--- src/rtl/uart_rxd_receiver.sv ---
// Purpose : 8N1 serial receiver (8E1 when RX_PARITY_EN is defined) with oversampling
//           and 3-sample majority voting; each good byte is flagged by a one-clk strobe.
// Latency : strobe issued at mid-stop-bit, about 9.5 bit periods plus 2-3 clk after the start edge.
// Backpressure: none. The byte is held on RxD_data until the next good frame overwrites it.
//
// Build option: `define RX_PARITY_EN selects 8E1 framing and adds the RxD_parity_err port.
//
// Ports:
//   clk            system clock, all logic on the rising edge
//   rst            synchronous reset, active-high
//   RxD            asynchronous serial line, idle high
//   RxD_data       last good received byte
//   RxD_data_ready one-cycle strobe, RxD_data valid
//   RxD_frame_err  one-cycle strobe, stop bit sampled low
//   RxD_busy       high from start-bit detection until the frame completes or is aborted
//   RxD_parity_err one-cycle strobe, even-parity mismatch (RX_PARITY_EN only)
module uart_rxd_receiver #(
    parameter int CLK_FREQ   = 50000000,
    parameter int BAUD       = 115200,
    parameter int OVERSAMPLE = 16          // must be >= 8 and even
) (
    input  logic       clk,
    input  logic       rst,
    input  logic       RxD,
    output logic [7:0] RxD_data,
    output logic       RxD_data_ready,
    output logic       RxD_frame_err,
    output logic       RxD_busy
`ifdef RX_PARITY_EN
    ,
    output logic       RxD_parity_err
`endif
);

    localparam int DIV   = CLK_FREQ / (BAUD * OVERSAMPLE);
    localparam int DIV_W = (DIV > 1) ? $clog2(DIV) : 1;
    localparam int S_W   = $clog2(OVERSAMPLE);
    localparam int SMID  = OVERSAMPLE / 2;

    typedef enum logic [2:0] {
        ST_IDLE,
        ST_START,
        ST_DATA,
        ST_PARITY,
        ST_STOP
    } state_t;

    // ------------------------------------------------------------------
    // Two-flop synchronizer; resets to the idle (high) line level.
    // ------------------------------------------------------------------
    logic rxd_meta_q;
    logic rxd_sync_q;

    always_ff @(posedge clk) begin
        if (rst) begin
            rxd_meta_q <= 1'b1;
            rxd_sync_q <= 1'b1;
        end else begin
            rxd_meta_q <= RxD;
            rxd_sync_q <= rxd_meta_q;
        end
    end

    // ------------------------------------------------------------------
    // State
    // ------------------------------------------------------------------
    state_t             state_q,   state_d;
    logic [DIV_W-1:0]   div_cnt_q, div_cnt_d;
    logic [S_W-1:0]     s_q,       s_d;
    logic [1:0]         samp_q,    samp_d;
    logic [7:0]         shift_q,   shift_d;
    logic [2:0]         bit_cnt_q, bit_cnt_d;
    logic [7:0]         data_q,    data_d;
    logic               ready_q,   ready_d;
    logic               ferr_q,    ferr_d;
    logic               armed_q,   armed_d;
`ifdef RX_PARITY_EN
    logic               par_q,     par_d;
    logic               perr_q,    perr_d;
`endif

    logic tick;
    logic samp_a;
    logic samp_b;
    logic decide;
    logic bit_end;
    logic maj;

    // Sample ticks only run inside a frame; the divider is held at zero in
    // IDLE so bit timing is phased to the detected start edge.
    assign tick    = (state_q != ST_IDLE) && (div_cnt_q == DIV_W'(DIV - 1));
    assign samp_a  = tick && (s_q == S_W'(SMID - 1));
    assign samp_b  = tick && (s_q == S_W'(SMID));
    assign decide  = tick && (s_q == S_W'(SMID + 1));
    assign bit_end = tick && (s_q == S_W'(OVERSAMPLE - 1));

    // The third vote is the live synchronized line at the decision tick.
    assign maj = (samp_q[0] & samp_q[1]) |
                 (samp_q[0] & rxd_sync_q) |
                 (samp_q[1] & rxd_sync_q);

    always_comb begin
        state_d   = state_q;
        div_cnt_d = div_cnt_q;
        s_d       = s_q;
        samp_d    = samp_q;
        shift_d   = shift_q;
        bit_cnt_d = bit_cnt_q;
        data_d    = data_q;
        ready_d   = 1'b0;
        ferr_d    = 1'b0;
        armed_d   = 1'b0;
`ifdef RX_PARITY_EN
        par_d     = par_q;
        perr_d    = 1'b0;
`endif

        // Tick divider and per-bit sample counter
        if (state_q == ST_IDLE) begin
            div_cnt_d = '0;
            s_d       = '0;
        end else begin
            if (div_cnt_q == DIV_W'(DIV - 1)) begin
                div_cnt_d = '0;
            end else begin
                div_cnt_d = div_cnt_q + 1'b1;
            end
            if (tick) begin
                if (s_q == S_W'(OVERSAMPLE - 1)) begin
                    s_d = '0;
                end else begin
                    s_d = s_q + 1'b1;
                end
            end
        end

        if (samp_a) begin
            samp_d[0] = rxd_sync_q;
        end
        if (samp_b) begin
            samp_d[1] = rxd_sync_q;
        end

        case (state_q)
            ST_IDLE: begin
                // armed_q remembers the line was high last cycle, so only a
                // real high-to-low edge starts a frame (a held break does not).
                armed_d   = rxd_sync_q;
                bit_cnt_d = '0;
                if (armed_q && !rxd_sync_q) begin
                    state_d = ST_START;
                    armed_d = 1'b0;
                end
            end

            ST_START: begin
                if (decide && maj) begin
                    state_d = ST_IDLE;          // glitch, not a start bit
                end else if (bit_end) begin
                    state_d = ST_DATA;
                end
            end

            ST_DATA: begin
                if (decide) begin
                    shift_d = {maj, shift_q[7:1]};
                end
                if (bit_end) begin
                    if (bit_cnt_q == 3'd7) begin
`ifdef RX_PARITY_EN
                        state_d = ST_PARITY;
`else
                        state_d = ST_STOP;
`endif
                    end else begin
                        bit_cnt_d = bit_cnt_q + 3'd1;
                    end
                end
            end

`ifdef RX_PARITY_EN
            ST_PARITY: begin
                if (decide) begin
                    par_d = maj;
                end
                if (bit_end) begin
                    state_d = ST_STOP;
                end
            end
`endif

            ST_STOP: begin
                // Leave at mid-stop-bit so a directly following start bit
                // is caught by IDLE edge detection.
                if (decide) begin
                    state_d = ST_IDLE;
                    if (!maj) begin
                        ferr_d = 1'b1;
`ifdef RX_PARITY_EN
                    end else if ((^shift_q) != par_q) begin
                        perr_d = 1'b1;
`endif
                    end else begin
                        data_d  = shift_q;
                        ready_d = 1'b1;
                    end
                end
            end

            default: begin
                state_d = ST_IDLE;
            end
        endcase
    end

    always_ff @(posedge clk) begin
        if (rst) begin
            state_q   <= ST_IDLE;
            div_cnt_q <= '0;
            s_q       <= '0;
            samp_q    <= 2'b11;
            shift_q   <= 8'h00;
            bit_cnt_q <= 3'd0;
            data_q    <= 8'h00;
            ready_q   <= 1'b0;
            ferr_q    <= 1'b0;
            armed_q   <= 1'b0;
`ifdef RX_PARITY_EN
            par_q     <= 1'b0;
            perr_q    <= 1'b0;
`endif
        end else begin
            state_q   <= state_d;
            div_cnt_q <= div_cnt_d;
            s_q       <= s_d;
            samp_q    <= samp_d;
            shift_q   <= shift_d;
            bit_cnt_q <= bit_cnt_d;
            data_q    <= data_d;
            ready_q   <= ready_d;
            ferr_q    <= ferr_d;
            armed_q   <= armed_d;
`ifdef RX_PARITY_EN
            par_q     <= par_d;
            perr_q    <= perr_d;
`endif
        end
    end

    assign RxD_data       = data_q;
    assign RxD_data_ready = ready_q;
    assign RxD_frame_err  = ferr_q;
    assign RxD_busy       = (state_q != ST_IDLE);
`ifdef RX_PARITY_EN
    assign RxD_parity_err = perr_q;
`endif

endmodule

--- config.mk ---
export PLATFORM = sky130hd
export DESIGN_NAME = uart_rxd_receiver
export DESIGN_NICKNAME = d
export VERILOG_FILES = /design/src/rtl/uart_rxd_receiver.sv
export SDC_FILE = /design/constraint.sdc
export NUM_CORES = 1
export LEC_CHECK = 0
export ABC_CLOCK_PERIOD_IN_PS = 1450
export CORE_ASPECT_RATIO = 0.9
export CORE_MARGIN = 2
export CORE_UTILIZATION = 50
export CTS_CLUSTER_SIZE = 25
export DETAILED_ROUTE_END_ITERATION = 10
export PLACE_DENSITY = 0.69
export SETUP_SLACK_MARGIN = 0.2
export SYNTH_ARGS = -nofsm -noshare
export SYNTH_HDL_FRONTEND = slang
export SYNTH_SLANG_ARGS = --single-unit
--- constraint.sdc ---
create_clock -name clk -period 1.45 [get_ports clk]
set_clock_uncertainty 0.1 [all_clocks]
set_input_delay 0.29 -clock clk [delete_from_list [all_inputs] [get_ports clk]]
set_output_delay 0.29 -clock clk [all_outputs]
set_load 0.05 [all_outputs]
==> metrics, run 1 <==
GPL Wtd Cong=0.8598; minimum clock period=approximately 1.8 ns; required time of the critical path=roughly 1.6 ns; Critical R2R Capture=bit_cnt_q[0]$_SDFFE_PP0P_; DR vias/cell=6.475; Worst Hold Class=flop to flop; post-synth top area cell=dfxtp_1; Synth-to-Final Area Change=63.44%; Hold Vio Cnt, Final=0; async set-reset flop share out of synthesis=0%; critical path arrival=about 1.9 ns; Total Routing Usage GR=30.43%; grt ovf=0; first-pass GRT wire length=9.045 mm; placed insts=around 270; Num CTS Buffers=5; RR Startpoint=state_q[0]$_SDFFE_PP0P_; Post-synth EDFFs=0; unrepaired setup endpoints after global routing=yes; Power, Total=1.911 mW; vias in the first global route=between 1.5k and 2k; Net Sw Frac=a little under a quarter; ratio of cells with drive above 1 in the final layout=between 50% and 60%; Mean Syn Cell Area=8.939 um2; Die Y-Extent=roughly 61 um; vias=1923; worst-path fanout max=10; Max Fclk=0.5668 GHz; Placed Area=2321 um2; Final Cell Area=2937 um2; clock power share=about 41%; WL final=around 7 mm; Seq/Total Area, Yosys=42.34%; H-tree depth=2; antenna cells=0; Pins Over Slew Limit=0; violated checks=setup timing; worst skew pair latency=~0.3 ns; hold_buf cts=0; TritonCTS clock tree=done; row count=20; Clock Pin Slew Worst Setup and Hold Paths=0.08 ns; # DRC=0; Worst Tran Pin Value=0.4197 ns; Cell Count, Final, Fillers Out=297; clk root buf=clkbuf_8; maxcap violations=0; Synth Warn #=0; syn nets=211; DRT Pass-1 Iters=6; logic gate share of total power=~4.5%; chip width=67.19 um; largest net degree at the start of global routing=19; Iter 0 DRT Violations=around 180; synth top area cells=dfxtp_1 42%, nand2_1 5.2%, ha_1 4.9%, mux2i_1 4.5%, nand4_1 4.2%; sequential share of power=54.6%; # clock sinks=38; count of state elements after synthesis=38; Wirelength per Cell=23.04 um; startpoint types=flop; Final setup viols=29; # IOs=14; Initial Util=a little over half; remaining antenna violation count=0; Synth Instances=201; Leak=1.132 nW; setup ws final=-0.3144 ns; worst r2r path cells=5; top cell type's share of synthesized area=42.34%; Synth cell types=45; Worst VDD drop=0.6327 mV; Post-synth top flop=dfxtp_1; status=complete, but fails checks; I/O Buffers=13; initial antenna violation count=0; part of the cycle the worst path needs=121.7%; path type of the worst setup path=flop to flop; setup_tns=-3.168 ns; Setup crit start=state_q[0]$_SDFFE_PP0P_; Setup crit end=bit_cnt_q[0]$_SDFFE_PP0P_; Crit. End Element=flop; internal power=1.460 mW; Die ar.=4090 um2; Slew headroom=71.62%; P_sw=roughly 450 uW; Core Util, Final=86.29%; Final nets=262; clk buf depth=2; Core Region=3403 um2; cell area after synthesis=1797 um2; R2R setup slack=-0.31 ns; Pwr per Cell Area=between 600 and 700 nW/um2; HPWL after DPL=3.211 mm
==> worst min path at each step <==
stage                                startpoint                    end  slack, ns  cells past startpoint
after floorplan           rxd_meta_q$_SDFF_PP1_  rxd_sync_q$_SDFF_PP1_       0.29                      1
after global placement    rxd_meta_q$_SDFF_PP1_  rxd_sync_q$_SDFF_PP1_       0.30                      1
after detailed placement  rxd_meta_q$_SDFF_PP1_  rxd_sync_q$_SDFF_PP1_       0.30                      1
after CTS                 rxd_meta_q$_SDFF_PP1_  rxd_sync_q$_SDFF_PP1_       0.32                      1
after global routing      rxd_meta_q$_SDFF_PP1_  rxd_sync_q$_SDFF_PP1_       0.36                      1
final                     rxd_meta_q$_SDFF_PP1_  rxd_sync_q$_SDFF_PP1_       0.34                      1
==> power groups by stage <==
stage	clock network [mW]	logic, mW	registers, mW
floorplan	0	0.0333	1.07
global placement	0	0.0596	1.07
detailed placement	0	0.0621	1.07
CTS	0.753	0.0731	1.05
global route	0.808	0.0890	1.04
finish	0.782	0.0856	1.04
==> stage by stage <==
stage / hold slack [ns] / worst slack, ns
after global placement: 0.2997 / -0.04947
after floorplan: 0.2895 / 0.01708
final: 0.3354 / -0.3144
after global routing: 0.3640 / -0.2894
after detailed placement: 0.3042 / -0.1422
after CTS: 0.3242 / -0.1310
==> synth_stat cells, types with 3 or more instances <==
master,number
dfxtp_1,38
nand2_1,25
a21oi_1,13
nand4_1,12
o31ai_1,10
inv_1,9
mux2i_1,8
nor2_1,8
ha_1,7
nand3_1,7
buf_2,6
o21ai_0,6
clkbuf_1,5
or2_2,3
==> repair_timing <==
action,CTS,global route
endpoints found under the setup margin,36,45
buffers inserted,12,5
pin swaps,20,13
gates resized for setup,44,37
gates cloned,3,0
==> critical path: stages, from the launching register on <==
cell	delay, ns
dfxtp_4	0.37
buf_4	0.15
buf_6	0.14
nor4b_1	0.42
nand4_1	0.23
a31oi_2	0.25
==> layout make-up <==
type | instances | area (um2)
Multi-Input combinational cell | 140 | 1306
Sequential cell | 38 | 797.0
Timing Repair Buffer | 57 | 649.4
Fill cell | 159 | 466.7
Clock buffer | 7 | 86.33
Tap cell | 44 | 55.05
Inverter | 10 | 37.54
Clock inverter | 1 | 5.005
==> sequential cells by signal, summed over array words and instances, names as in the netlist <==
signal	count
RxD_data_ready	1
RxD_data	8
bit_cnt_q	3
shift_q	8
RxD_frame_err	1
rxd_sync_q	1
state_q	3
armed_q	1
div_cnt_q	5
samp_q	2
s_q	4
rxd_meta_q	1
==> layout by cell type, fill, tap and decap left out, types with 4 or more instances in the layout <==
cell type  count
dfxtp_1       19
o31ai_1        7
nor2_1         7
ha_4           5
buf_4         26
inv_2          4
nand4_1       12
buf_12        13
dfxtp_2       14
buf_6         15
a21oi_1        8
clkbuf_8       6
o21ai_0        4
a21oi_2        5
nand2_1       22
dfxtp_4        5
inv_1          6
mux2i_1        7
==> cell families (layout without fill, tap and decap cells) <==
family,after synthesis,after routing,share of synthesized area [%]
AND/OR/NAND/NOR,76,78,23.33
multiplexers,8,8,4.457
buffers and inverters,25,75,6.894
flip-flops,38,38,42.34
XOR/XNOR,3,3,1.463
adder cells (fa/ha/maj),8,8,5.432
AO/OA/AOI/OAI,43,43,16.09
==> per-layer routing <==
| metal | track usage, % | up-vias | share of wire [%] |
|---|---|---|---|
| met1 | 38.02 | 934 | 39 |
| met4 | 11.66 | 0 | 4.9 |
| met5 | 0 | - | 0 |
| li1 | - | 839 | - |
| met2 | 50.21 | 117 | 50 |
| met3 | 8.720 | 33 | 6.8 |
No activity file was read; power rests on OpenSTA's default activity.
==> run 2, diff against run 1 <==
Settings changed: ABC_CLOCK_PERIOD_IN_PS 1450 to unset, CORE_MARGIN 2 to unset, PLACE_DENSITY 0.69 to 0.84.
==> run 2 against run 1 <==
Net effect: the run still ends with setup timing left; first-iteration DRC count increased by 6.5%; worst setup slack improved by 0.059 ns; count of clock-buffer cells in the layout decreased by 1; sequential cell count unchanged; die area decreased by 6.2%; design area increased by 0.30%; utilization increased by 0.26 points; sequential power about the same; sequential share of layout area decreased by 0.38 points; non-clock buffer count increased by 5; total power increased by 4.1%; critical path depth increased by 1.
==> metrics, run 2 (synthesized netlist as in run 1, its figures left out) <==
status=complete, but fails checks; violated checks=setup timing; minimum clock period=roughly 1.7 ns; vias=1999; R2R setup slack=-0.26 ns; initial antenna violation count=0; clk buf depth=2; Slew headroom=75.88%; # DRC=0; grt ovf=0; Initial Util=52.79%; Worst VDD drop=0.7199 mV; unrepaired setup endpoints after global routing=yes; first-pass GRT wire length=around 8.6 mm; Crit. End Element=flop; RR Startpoint=div_cnt_q[0]$_SDFF_PP0_; # IOs=14; fillers=153; H-tree depth=2; Die Y-Extent=58.87 um; Placed Area=between 2000 and 2500 um2; Core Region=approximately 3400 um2; setup ws final=-0.2559 ns; setup_tns=-3.918 ns; Setup crit start=div_cnt_q[0]$_SDFF_PP0_; ratio of cells with drive above 1 in the final layout=52.71%; clk root buf=clkbuf_8; chip width=65.19 um; WL final=6.918 mm; worst-path fanout max=8; Power, Total=1.989 mW; worst slack, placed=-0.1329 ns; most common cell after layout, fill and taps aside=buf_4; Final Cell Area=2945 um2; antenna cells=0; row count=20; Wirelength per Cell=approximately 23 um; # clock sinks=38; startpoint types=flop; DRT Pass-1 Iters=5; Final setup viols=31; Synth-to-Final Area Change=63.93%; M3 GR Usage=8.333%; Pins Over Slew Limit=0; HPWL after DPL=~2.8 mm; Final nets=267; part of the cycle the worst path needs=117.6%; worst stage delay on the critical path=0.33 ns; met2 usage=54.05%; Hold WS=roughly 0.31 ns; TritonCTS clock tree=done; remaining antenna violation count=0; Worst Tran Pin Value=0.3567 ns; required time of the critical path=1.56 ns; path type of the worst setup path=flop to flop; worst skew pair latency=0.31 ns; GPL Wtd Cong=0.8291; worst r2r path cells=6; Num CTS Buffers=5; Setup crit end=RxD_data[1]$_SDFFE_PP0P_; critical path arrival=1.82 ns; Critical R2R Capture=RxD_data[1]$_SDFFE_PP0P_; Iter 0 DRT Violations=196; largest net degree at the start of global routing=14; DR vias/cell=6.619; critical path cell sequence=inv_2 > ha_4 > and4b_2 > and4_4 > buf_12 > mux2i_1; Die ar.=3837 um2; GR Util met1=34.41%; I/O Buffers=13; gr busiest metal=met2; Hold Vio Cnt, Final=0; maxcap violations=0; Worst Hold Class=flop to flop; Clock Pin Slew Worst Setup and Hold Paths=0.08 ns; most frequent cells in the layout=26 x buf_4, 22 x nand2_1, 20 x dfxtp_1; slowest cell on the critical path=dfxtp_2; Max Fclk=approximately 0.59 GHz; vias in the first global route=around 1.8k; Total Routing Usage GR=30.38%; Leak=approximately 1.2 nW; Pwr per Cell Area=675.3 nW/um2
-- run 2: changes by cell type in the layout (fill, tap and decap cells not counted), sizes merged --
cell    change
buf         +5
clkbuf      -1
clkinv      +1
-- run 2: per-stage QoR --
step	instances	utilization [%]
3_3_place_gp	273	69.82
5_1_grt	302	86.54
3_5_place_dp	273	69.82
4_1_cts	293	79.82
2_1_floorplan	201	-
6_report	302	86.54
-- run 2: repair_timing --
item                       CTS  global route
setup endpoints to repair   36            45
cloned                       3             1
gates resized for setup     34            40
setup buffers                9             8
pin swaps                   15             9
hold buffers                 0             0
-- run 2: area by class of cell --
cell class / count / area, um2 / area share, %
Timing Repair Buffer: 62 / 724.4 / 24.60
Clock inverter: 2 / 10.01 / 0.3398
Inverter: 10 / 37.54 / 1.274
Sequential cell: 38 / 788.3 / 26.76
Tap cell: 44 / 55.05 / 1.869
Multi-Input combinational cell: 140 / 1236 / 41.97
Clock buffer: 6 / 93.84 / 3.186
-- run 2: how the worst min path moves through the flow --
stage / from / to / slack, ns / cells past startpoint
2_1_floorplan: rxd_meta_q$_SDFF_PP1_ / rxd_sync_q$_SDFF_PP1_ / 0.29 / 1
3_3_place_gp: rxd_meta_q$_SDFF_PP1_ / rxd_sync_q$_SDFF_PP1_ / 0.29 / 1
3_5_place_dp: rxd_meta_q$_SDFF_PP1_ / rxd_sync_q$_SDFF_PP1_ / 0.30 / 1
4_1_cts: rxd_meta_q$_SDFF_PP1_ / rxd_sync_q$_SDFF_PP1_ / 0.31 / 1
5_1_grt: rxd_meta_q$_SDFF_PP1_ / rxd_sync_q$_SDFF_PP1_ / 0.32 / 1
6_report: rxd_meta_q$_SDFF_PP1_ / rxd_sync_q$_SDFF_PP1_ / 0.31 / 1
-- run 2: report_power, final --
part           switching, mW  leakage (nW)  internal (mW)  total, mW
sequential           0.00403         0.317           1.04       1.05
clock                  0.412        0.0561          0.437      0.849
combinational         0.0492         0.781         0.0417     0.0909
-- run 2: worst max-delay path, delay by kind of cell, from the launching register on --
family	cells	cell delay (ns)
multiplexers	1	0.25
AND/OR/NAND/NOR	2	0.59
buffers and inverters	2	0.20
flip-flops	1	0.33
adder cells (fa/ha/maj)	1	0.15
-- run 2: layer usage --
metal | share of wire [%] | up-vias
met5 | 0 | -
met4 | 4.9 | 0
met3 | 7.5 | 41
met2 | 52 | 132
met1 | 36 | 970
li1 | - | 856
==> run 3, diff against run 2 <==
Settings changed: CTS_CLUSTER_DIAMETER set to 50, TNS_END_PERCENT set to 1.
==> run 3 against run 2 <==
Net effect: the flow still finishes with violations (setup timing); count of clock-buffer cells in the layout increased by 1; highest routed layer unchanged; critical endpoint is now RxD_busy; first-iteration DRC count decreased by 26%; worst setup slack improved by 0.076 ns; non-clock buffer count decreased by 15; critical path type is now flop to output pin.
==> metrics, run 3 (synthesized netlist as in run 1, its figures left out) <==
Final setup viols=22; largest net degree at the start of global routing=19; clk root buf=clkbuf_8; Final nets=250; most frequent cells in the layout=30 x dfxtp_1, 25 x nand2_1, 25 x buf_4; Synth-to-Final Area Change=42.69%; first-pass GRT wire length=7.010 mm; Worst Tran Pin Value=0.3511 ns; minimum clock period=between 1.5 and 2 ns; # DRC=0; Storage cell area=778.2 um2; remaining antenna violation count=0; Final Cell Area=2564 um2; slowest cell on the critical path=dfxtp_4; Hold Vio Cnt, Final=0; required time of the critical path=about 1.1 ns; critical path arrival=1.24 ns; I/O Buffers=13; Pwr per Cell Area=785.0 nW/um2; worst skew pair latency=around 0.29 ns; Core Region=3403 um2; Num CTS Buffers=5; Wirelength per Cell=about 16 um; Max Fclk=0.6136 GHz; status=complete, but fails checks; setup ws final=-0.1798 ns; startpoint types=flop; Setup crit start=state_q[0]$_SDFFE_PP0P_; critical path cell sequence=nor3_4 > inv_2 > buf_6 > buf_12; DR vias/cell=6.021; vias in the first global route=roughly 1.5k; Crit. End Element=output pin; Slew headroom=76.57%; vias=1716; Worst VDD drop=0.6324 mV; antenna cells=0; Die ar.=~3800 um2; GPL Wtd Cong=0.8331; RR Startpoint=div_cnt_q[0]$_SDFF_PP0_; part of the cycle the worst path needs=112.4%; area of the multi-input gates=1037 um2; grt ovf=0; DRT Pass-1 Iters=5; Power, Total=2.013 mW; Worst Hold Class=flop to flop; clk buf depth=2; initial antenna violation count=0; TritonCTS clock tree=done; HPWL after DPL=2.760 mm; # clock sinks=38; fillers=around 220; # IOs=14; path type of the worst setup path=flop to output pin; Hold Crit Start=rxd_meta_q$_SDFF_PP1_; Pins Over Slew Limit=0; chip width=approximately 65 um; most common cell after layout, fill and taps aside=dfxtp_1; maxcap violations=0; H-tree depth=2; ratio of cells with drive above 1 in the final layout=37.34%; Core Util, Final=75.33%; unrepaired setup endpoints after global routing=yes; violated checks=setup timing; Initial Util=52.79%; hold_buf cts=0; worst-path fanout max=2; worst stage delay on the critical path=0.36 ns; Iter 0 DRT Violations=~150; Clock Pin Slew Worst Setup and Hold Paths=approximately 0.080 ns; WP buf/inv=3; row count=20; Die Y-Extent=58.87 um; Placed Area=2286 um2; WL final=4.639 mm; Largest delay share family, worst path=flip-flops; Total Routing Usage GR=24.15%; Leak=between 0.9 and 1 nW
==> run 3: cell types whose count changed in the layout (fill, tap and decap cells not counted), sizes merged <==
cell	before	now
buf	60	45
clkinv	2	0
nand4b	3	1
bufinv	0	1
clkbuf	6	7
==> run 3: metrics by stage <==
stage | hold slack, ns | worst slack, ns | std cells | TNS, ns
2_1_floorplan | 0.2895 | 0.01708 | 201 | 0
3_3_place_gp | 0.2977 | -0.06670 | 273 | -0.7568
3_5_place_dp | 0.2934 | -0.1354 | 273 | -1.545
4_1_cts | 0.3100 | -0.1333 | 284 | -1.481
5_1_grt | 0.3283 | -0.2177 | 285 | -3.248
6_report | 0.3105 | -0.1798 | 285 | -1.624
==> run 3: final cells by class <==
| cell class | count | area share (%) |
|---|---|---|
| Clock buffer | 7 | 2.977 |
| Clock inverter | 1 | 1.171 |
| Inverter | 10 | 1.562 |
| Multi-Input combinational cell | 138 | 40.46 |
| Sequential cell | 38 | 30.36 |
| Tap cell | 44 | 2.147 |
| Timing Repair Buffer | 47 | 21.33 |
==> run 3: per-layer routing <==
layer | GRT usage [%] | share of wire [%] | wire [um] | vias to the layer above
li1 | - | - | - | 811
met2 | 41.24 | 51 | 2382 | 76
met1 | 28.93 | 40 | 1847 | 813
met3 | 6.008 | 6.4 | 299 | 16
met4 | 10.25 | 2.4 | 110 | 0
met5 | 0 | 0 | 0 | -
==> run 3: final timing paths <==
path              slack (ns)  cells past startpoint                  endpoint
setup / recovery       -0.18                      4                  RxD_busy
hold / removal          0.31                      1     rxd_sync_q$_SDFF_PP1_
setup reg to reg       -0.16                      6  RxD_frame_err$_SDFF_PP0_
hold reg to reg         0.31                      1     rxd_sync_q$_SDFF_PP1_
==> run 3: power by group <==
part / switching [mW] / internal [mW]
combinational: 0.0402 / 0.0326
clock: 0.377 / 0.515
sequential: 0.00357 / 1.04
total: 0.421 / 1.59
==> run 3: timing repair <==
item | CTS | global route
setup endpoints to repair | 36 | 37
pin swaps | 12 | 4
buffers inserted | 3 | 1
resized for setup | 26 | 16
